[src/rtl/ahb_qspi_flash_reader.sv]
// AHB-Lite read-only slave fetching 32-bit words from SST26-class QSPI flash with Quad I/O Fast Read (0xEB).
// Define FLASH_READER_CACHE_EN to add a one-entry prefetch buffer with zero-wait hits.
module ahb_qspi_flash_reader #(
    parameter logic [7:0] CMD       = 8'hEB,
    parameter logic [7:0] MODE_BYTE = 8'hFF,
    parameter int         DUMMY_SCK = 4
) (
    input  logic        HCLK,
    input  logic        HRESETn,
    input  logic        HSEL,
    input  logic [31:0] HADDR,
    input  logic [1:0]  HTRANS,
    input  logic        HWRITE,
    input  logic        HREADY,
    input  logic [2:0]  HSIZE,
    input  logic [31:0] HWDATA,
    output logic        HREADYOUT,
    output logic [31:0] HRDATA,
    input  logic        cache_inv,
    output logic        fr_sck,
    output logic        fr_ce_n,
    output logic [3:0]  fr_dout,
    output logic        fr_douten,
    input  logic [3:0]  fr_din
);

    typedef enum logic [2:0] {
        S_IDLE, S_START, S_CMD, S_ADDR, S_MODE, S_DUMMY, S_DATA, S_DONE
    } state_t;

    state_t      state_q, state_d;
    logic        sck_q, sck_d;
    logic [2:0]  cnt_q, cnt_d;
    logic [23:0] addr_q, addr_d;
    logic [31:0] shift_q, shift_d;
    logic [31:0] hrdata_q, hrdata_d;

    logic        accept;
    logic        rd_req;
    logic        wr_req;
    logic        cache_hit;
    logic [31:0] cache_word;
    logic        load_cache;
    logic [2:0]  last_cnt;
    logic [31:0] fetched_word;
    logic [7:0]  cmd_sh;
    logic [23:0] addr_sh;
    logic [7:0]  mode_sh;

    // Requests are only taken when no fetch is in flight; HREADYOUT=0 holds the bus otherwise.
    assign accept = (state_q == S_IDLE) || (state_q == S_DONE);
    assign rd_req = accept & HSEL & HTRANS[1] & HREADY & ~HWRITE;
    assign wr_req = accept & HSEL & HTRANS[1] & HREADY & HWRITE;

    always_comb begin
        last_cnt = 3'd0;
        case (state_q)
            S_CMD:   last_cnt = 3'd7;
            S_ADDR:  last_cnt = 3'd5;
            S_MODE:  last_cnt = 3'd1;
            S_DUMMY: last_cnt = 3'(DUMMY_SCK - 1);
            S_DATA:  last_cnt = 3'd7;
            default: last_cnt = 3'd0;
        endcase
    end

    // Nibble 0 arrives first and is the high nibble of byte 0; bytes are placed little-endian.
    assign fetched_word = {shift_q[27:0], fr_din};

    always_comb begin
        state_d    = state_q;
        sck_d      = 1'b0;
        cnt_d      = cnt_q;
        addr_d     = addr_q;
        shift_d    = shift_q;
        hrdata_d   = hrdata_q;
        load_cache = 1'b0;
        case (state_q)
            S_IDLE, S_DONE: begin
                state_d = S_IDLE;
                if (rd_req) begin
                    if (cache_hit) begin
                        hrdata_d = cache_word;
                    end else begin
                        state_d = S_START;
                        addr_d  = {HADDR[23:2], 2'b00};
                    end
                end else if (wr_req) begin
                    hrdata_d = 32'h0;
                end
            end
            S_START: begin
                state_d = S_CMD;
                cnt_d   = 3'd0;
            end
            S_CMD, S_ADDR, S_MODE, S_DUMMY, S_DATA: begin
                sck_d = ~sck_q;
                if (sck_q) begin
                    if (state_q == S_DATA) begin
                        shift_d = fetched_word;
                    end
                    if (cnt_q == last_cnt) begin
                        cnt_d = 3'd0;
                        case (state_q)
                            S_CMD:   state_d = S_ADDR;
                            S_ADDR:  state_d = S_MODE;
                            S_MODE:  state_d = S_DUMMY;
                            S_DUMMY: state_d = S_DATA;
                            default: begin
                                state_d    = S_DONE;
                                hrdata_d   = {fetched_word[7:0], fetched_word[15:8],
                                              fetched_word[23:16], fetched_word[31:24]};
                                load_cache = 1'b1;
                            end
                        endcase
                    end else begin
                        cnt_d = cnt_q + 3'd1;
                    end
                end
            end
            default: state_d = S_IDLE;
        endcase
    end

    always_ff @(posedge HCLK or negedge HRESETn) begin
        if (!HRESETn) begin
            state_q  <= S_IDLE;
            sck_q    <= 1'b0;
            cnt_q    <= 3'd0;
            addr_q   <= 24'h0;
            shift_q  <= 32'h0;
            hrdata_q <= 32'h0;
        end else begin
            state_q  <= state_d;
            sck_q    <= sck_d;
            cnt_q    <= cnt_d;
            addr_q   <= addr_d;
            shift_q  <= shift_d;
            hrdata_q <= hrdata_d;
        end
    end

    assign cmd_sh  = CMD << cnt_q;
    assign addr_sh = addr_q << {cnt_q, 2'b00};
    assign mode_sh = MODE_BYTE << {cnt_q[0], 2'b00};

    // IO3/IO2 idle high during the single-line command so HOLD#/WP# stay inactive.
    always_comb begin
        fr_dout   = 4'hF;
        fr_douten = 1'b0;
        case (state_q)
            S_START: begin
                fr_dout   = {3'b110, CMD[7]};
                fr_douten = 1'b1;
            end
            S_CMD: begin
                fr_dout   = {3'b110, cmd_sh[7]};
                fr_douten = 1'b1;
            end
            S_ADDR: begin
                fr_dout   = addr_sh[23:20];
                fr_douten = 1'b1;
            end
            S_MODE: begin
                fr_dout   = mode_sh[7:4];
                fr_douten = 1'b1;
            end
            default: begin
                fr_dout   = 4'hF;
                fr_douten = 1'b0;
            end
        endcase
    end

    assign HREADYOUT = accept;
    assign fr_ce_n   = accept;
    assign fr_sck    = sck_q;
    assign HRDATA    = hrdata_q;

`ifdef FLASH_READER_CACHE_EN
    logic        cache_valid_q, cache_valid_d;
    logic [21:0] cache_tag_q, cache_tag_d;
    logic [31:0] cache_data_q, cache_data_d;
    logic        unused_ok;

    always_comb begin
        cache_valid_d = cache_valid_q;
        cache_tag_d   = cache_tag_q;
        cache_data_d  = cache_data_q;
        if (load_cache) begin
            cache_valid_d = 1'b1;
            cache_tag_d   = addr_q[23:2];
            cache_data_d  = hrdata_d;
        end
        if (cache_inv) begin
            cache_valid_d = 1'b0;
        end
    end

    always_ff @(posedge HCLK or negedge HRESETn) begin
        if (!HRESETn) begin
            cache_valid_q <= 1'b0;
            cache_tag_q   <= 22'h0;
            cache_data_q  <= 32'h0;
        end else begin
            cache_valid_q <= cache_valid_d;
            cache_tag_q   <= cache_tag_d;
            cache_data_q  <= cache_data_d;
        end
    end

    assign cache_hit  = cache_valid_q && (cache_tag_q == HADDR[23:2]);
    assign cache_word = cache_data_q;
    assign unused_ok  = ^{HADDR[31:24], HADDR[1:0], HTRANS[0], HSIZE, HWDATA};
`else
    logic unused_ok;

    assign cache_hit  = 1'b0;
    assign cache_word = 32'h0;
    assign unused_ok  = ^{HADDR[31:24], HADDR[1:0], HTRANS[0], HSIZE, HWDATA,
                          cache_inv, load_cache};
`endif

endmodule

[config.mk]
export PLATFORM = sky130hd
export DESIGN_NAME = ahb_qspi_flash_reader
export DESIGN_NICKNAME = d
export VERILOG_FILES = /design/src/rtl/ahb_qspi_flash_reader.sv
export SDC_FILE = /design/constraint.sdc
export NUM_CORES = 1
export LEC_CHECK = 0
export ABC_AREA = 1
export ABC_CLOCK_PERIOD_IN_PS = 3200
export CAP_MARGIN = 20
export CORE_MARGIN = 8
export CORE_UTILIZATION = 40
export CTS_CLUSTER_DIAMETER = 40
export DETAILED_ROUTE_END_ITERATION = 6
export PLACE_DENSITY = 0.68
export RECOVER_POWER = 50
export SLEW_MARGIN = 10
export SYNTH_ARGS = -nofsm -noshare
export SYNTH_HDL_FRONTEND = slang
export SYNTH_SLANG_ARGS = --single-unit
[constraint.sdc]
create_clock -name HCLK -period 3.2 [get_ports HCLK]
set_input_delay 0.48 -clock HCLK [delete_from_list [all_inputs] [get_ports HCLK]]
set_output_delay 0.48 -clock HCLK [all_outputs]
set_load 0.05 [all_outputs]
## After elaboration in Yosys (flattened, before gate mapping)

Index checks and enable logic that the tools add are counted.
Widths: inputs -> output; s select.

| storage, ports and cells | value |
|---|---|
| register bits | 89 |
| output and inout bits | 40 |
| logic and storage cells | 62 |

| operators by class | value |
|---|---|
| add/sub/neg operators | 1 |
| equal/unequal tests | 13 |
| shift operators | 3 |
| mux-type cells | 18 |
| bitwise logic cells | 7 |
| reductions and logical operators | 14 |

Operator list:

| kind | number |
|---|---|
| $mux 32 | 5 |
| $pmux 32 s2 | 1 |
| $pmux 3 s4 | 2 |
| $shl 24x5->24 | 1 |
| $pmux 4 s4 | 1 |
| $shl 8x3->8 const A | 2 |
| $eq 3x3->1 const B | 4 |
| $mux 3 | 4 |
| $ne 2x2->1 const B | 5 |
| $pmux 3 s3 | 1 |
| $reduce_or 4->1 | 2 |
| $eq 3x2->1 const B | 2 |
| $pmux 3 s2 | 1 |
| $reduce_and 2->1 | 3 |
| $reduce_and 6->1 | 1 |
| $and 1x1->1 | 5 |
| $reduce_or 5->1 | 1 |
| $reduce_bool 2->1 | 2 |
| $reduce_or 2->1 | 2 |
| $add 3x1->3 const B | 1 |
| $eq 3x1->1 const B | 1 |
| $eq 3x3->1 | 1 |
| $logic_not 3->1 | 1 |
| $mux 1 | 3 |
| 3 further kinds | 4 |

## Longest topological paths before layout

Gate-level depths: netlist (run 1).

| logic depth | value |
|---|---|
| depth after elaboration | 9 |
| depth in mapped cells | 14 |
| mapped depth without buffers | 13 |

## Worst setup path after synthesis (run 1)

No wires, ideal clock.

| timing | value |
|---|---|
| path kind | register to output |
| start | register cnt_q[0] |
| end | output fr_dout[2] |
| arrival time | 1.683 ns |
| required time | 2.720 ns |
| path slack | 1.037 ns |
| stages on the path, launching flop included | 5 |
| buffers on the path | 1 |
| cell sequence | dfrtp_1 -> inv_1 -> clkbuf_1 -> o21ai_0 -> o211ai_1 |

| on the way | value |
|---|---|
| word-level cells in the longest chain between the ends | 2 |
| elaborated cells on any way between the ends | 3 |
| classes of those cells | shift (2); mux (1) |

Ends and longest elaborated chain:

| item | RTL line | source |
|---|---|---|
| from (decl) | 33 | `logic [2:0] cnt_q, cnt_d;` |
| from (signal assigned) | 136 | `cnt_q <= cnt_d;` |
| $shl 24x5->24 / $shl 8x3->8 (equally long branches) | 144, 145 |  |
| $pmux 4 s4 (*) | 151 | `case (state_q)` |
| to (decl) | 22 | `output logic [3:0] fr_dout,` |

Every way passes the cells marked *; elsewhere a longest branch is shown, timed or not.

## Final worst setup path (run 1)

| timing | value |
|---|---|
| start | register state_q[1] |
| end | output fr_dout[3] |

| on the way | value |
|---|---|
| word-level cells in the longest chain between the ends | 2 |
| elaborated cells on any way between the ends | 5 |
| classes of those cells | eq/ne (4); mux (1) |

Ends and longest elaborated chain:

| item | RTL line | source |
|---|---|---|
| from (decl) | 31 | `state_t state_q, state_d;` |
| from (signal assigned) | 134 | `state_q <= state_d;` |
| $eq 3x3->1, or another cell as far along | 151 |  |
| $pmux 4 s4 (*) | 151 |  |

Marks and branches as above.

==> results of run 1 <==
[worst min-delay path, stage by stage, from the launching register on]
cell	delay [ps]
dfrtp_1	350
nand2_1	50
nand2_1	40
[cell usage after synthesis (3+ instances only)]
| library cell | instances |
|---|---|
| a21oi_1 | 9 |
| buf_2 | 12 |
| buf_4 | 3 |
| buf_6 | 6 |
| clkbuf_1 | 8 |
| dfrtp_1 | 89 |
| ha_1 | 7 |
| inv_1 | 56 |
| mux2_2 | 5 |
| mux2_4 | 14 |
| nand2_1 | 134 |
| nand2_2 | 6 |
| nand3_1 | 12 |
| nand4_1 | 33 |
| nor2_1 | 50 |
| o21ai_0 | 44 |
| o21ai_1 | 3 |
[area by class of cell]
cell class,instances,area [µm²],area share [%]
clock buffer,9,124,2.32
timing repair buffer,80,772,14.5
multi-input combinational,330,1740,32.7
sequential,89,2230,41.8
clock inverter,7,73.8,1.38
tap,140,175,3.29
inverter,57,214,4.01
[power by group through the flow]
stage	clock network, mW	logic (mW)	registers [mW]
after global placement	0	0.0905	1.17
after floorplan	0	0.0236	1.17
after CTS	0.783	0.0933	1.15
final	0.759	0.0885	1.15
after detailed placement	0	0.0928	1.17
after global routing	0.835	0.100	1.15
[per-layer routing]
metal,vias to the layer above,GRT usage [%],wire length [µm]
met5,-,0,0
met4,0,5.15,117
met3,9,3.08,531
met2,67,22.3,4620
met1,1627,17.2,4340
li1,1748,-,-
[sequential cells by signal, summed over array words and instances (netlist names)]
register	flops
HRDATA	32
addr_q	22
cnt_q	3
fr_sck	1
shift_q	28
state_q	3
[worst paths after layout]
kind / startpoint / endpoint
worst max-delay path: state_q[1] / fr_dout[3]
max in group asynchronous: HRESETn / shift_q[24]
worst max register to register: state_q[1] / HRDATA[4]
min in group asynchronous: HRESETn / HRDATA[6]
worst min-delay path: HRDATA[12] / HRDATA[12]
worst min register to register: HRDATA[12] / HRDATA[12]
[through the flow]
stage / worst slack (ps) / power, mW / cell area (µm²) / hold slack, ps / util [%]
2_1_floorplan: 1040 / 1.19 / 4370 / 184 / -
6_report: 264 / 1.99 / 5330 / 471 / 49.6
3_3_place_gp: 472 / 1.26 / 5150 / 454 / 47.9
4_1_cts: 46.6 / 2.02 / 5340 / 106 / 49.7
5_1_grt: 62.5 / 2.08 / 5330 / 495 / 49.6
3_5_place_dp: 442 / 1.26 / 5150 / 457 / 47.9
[kinds of logic after synthesis]
logic type / share of synthesized area, %
flip-flops: 51.0
AND/OR/NAND/NOR: 24.1
multiplexers: 6.10
AO/OA/AOI/OAI: 7.59
adder cells (fa/ha/maj): 2.01
buffers and inverters: 9.02
XOR/XNOR: 0.201
[timing repair]
action	4_1_cts	5_1_grt
gates resized for setup	0	2
endpoints found under the setup margin	0	2
hold buffers	0	0
==> results by group, run 1 <==
Layout
  • Diode count: 0
  • Share of post-route cells with drive strength above 1: under 10%
  • P&R area growth vs syn: 22.0%
  • Commonest non-fill, non-tap cell in the layout: nand2_1
  • Fill cell count: about 1100
  • Most frequent cells in the layout: nand2_1, dfrtp_1, inv_1, clkdlybuf4s50_1, nor2_1
  • Final cell count without fillers: around 710
  • Fin nets: 653

Worst setup path
  • WP data required: between 2000 and 3000 ps
  • R2R cell count: 12
  • Flop2flop setup slack: around 700 ps
  • Critical Path Most Common Cell: inv_1
  • Family with the most delay on the worst path: buffers and inverters
  • Startpoint Class: register
  • Critical Path, Cell by Cell: inv_1 -> ha_1 -> nand2_1 -> inv_1 -> nor2_1 -> inv_1 -> nor2_1 -> o211ai_1 -> clkdlybuf4s50_1
  • CP Buf/Inv Count: 4
  • Data arrival time of the critical path: ~2500 ps
  • Cell with the largest stage delay on the worst path: clkdlybuf4s50_1
  • Crit. End Element: output port
  • Slowest Stage Delay on Critical Path: 840 ps
  • CP Depth: 9
  • Crit Path Max Fanout: 6
  • Critical path type: register to output port

Clocking
  • CTS Buf Count: 9
  • Clk sink count: about 90
  • CTS max path bufs: 2
  • H-tree levels: 3
  • Clock root cell: clkbuf_8
  • Clock transition at path regs: about 100 ps
  • Clock insertion delay at the later pin of the skew report: about 360 ps
  • Setup Fix Bufs, Post-CTS: 0
  • TritonCTS clock tree: yes

Global route
  • Congestion Overflow GR: 0
  • First-pass GRT wire length: around 16000 µm
  • Antenna violations before repair: 0
  • Number of global-route vias before repair: roughly 3400
  • Overall Global Routing Usage: a little over an eighth
  • Largest net degree at the start of global routing: between 40 and 50

Routing
  • Routed len/inst: 13.5 µm
  • 1st-pass router iterations: 4
  • Total wire length: ~9600 µm
  • Antenna-violating nets left: 0
  • Number of DRC markers in iteration 0: 212
  • Vias per cell: around 4.8
  • DRC errors left: 0
  • Via count: 3451

Timing
  • Slew HR: -47.3%
  • RSZ-0062 raised after global routing: no
  • Fin. max-slew vios: 42
  • Setup TNS: 0 ps
  • # setup viols final: 0
  • Final Cycle Share: between 90 and 100%
  • Layout Skew: approximately 16 ps
  • Max Fclk: around 0.34 GHz
  • Min Tclk post-route: between 2000 and 3000 ps
  • Worst-margin pin slew: 2210 ps
  • Hold Vio Cnt, Final: 0

Power and ir drop
  • Part of the power in combinational logic: 4.4%
  • Clk pwr share: 38.1%
  • Sequential power share: a little under three fifths
  • Net Sw Frac: about a quarter
  • Worst VDD drop: between 0.2 and 0.25 mV
  • Internal power: around 1.5 mW
  • Switch Pwr: between 0.5 and 0.6 mW
  • Lkg Pwr: ~2.7 nW
  • Pwr Density: ~370 nW/µm²

Synthesis
  • Syn nets: a little under 600
  • Post-synth EDFFs: 0
  • Asr flop ratio synth: 100%
  • Syn Inst Count: between 500 and 600
  • Ys Warns: 0
  • Top cells by area, synth: dfrtp_1, nand2_1, o21ai_0, inv_1, mux2_4
  • Seq/Total Area, Yosys: between 50% and 60%
  • Yosys top cell by area: dfrtp_1
  • Post-Syn Area: 4370 µm²
  • Yosys top cell area share: 51.0%
  • Synth unique cells: 27
  • Synthesis-stage register bit count: between 80 and 90
  • Average cell area after synthesis: 8.65 µm²
  • Top FF cell, synth: dfrtp_1

Placed design
  • Port Buffers: between 70 and 80
  • Placed insts: between 600 and 700
  • Dpl hpwl: 6850 µm
  • Placer congestion estimate: 0.839

Run status
  • Status: complete, but fails checks
  • Violated checks: capacitance limit, slew limit

Floorplan
  • # IOs: 119
  • CORE AREA: 10700 µm²
  • Initial core utilization: about 41%
  • FP Rows: 38
  • Die Y: 121 µm
  • Die Area: 14500 µm²
  • Die X: 121 µm

Run
  • MaxCap Viol Count: 1

Worst hold path
  • Hold depth: 2
  • Hold Path Class: register to register
Power figures use the tool's default switching activity.
==> run 2: changes to the inputs <==
- SKIP_LAST_GASP: unset -> 1
==> results of run 2 <==
No change in the layout: final DEF, timing and power equal those of run 1.
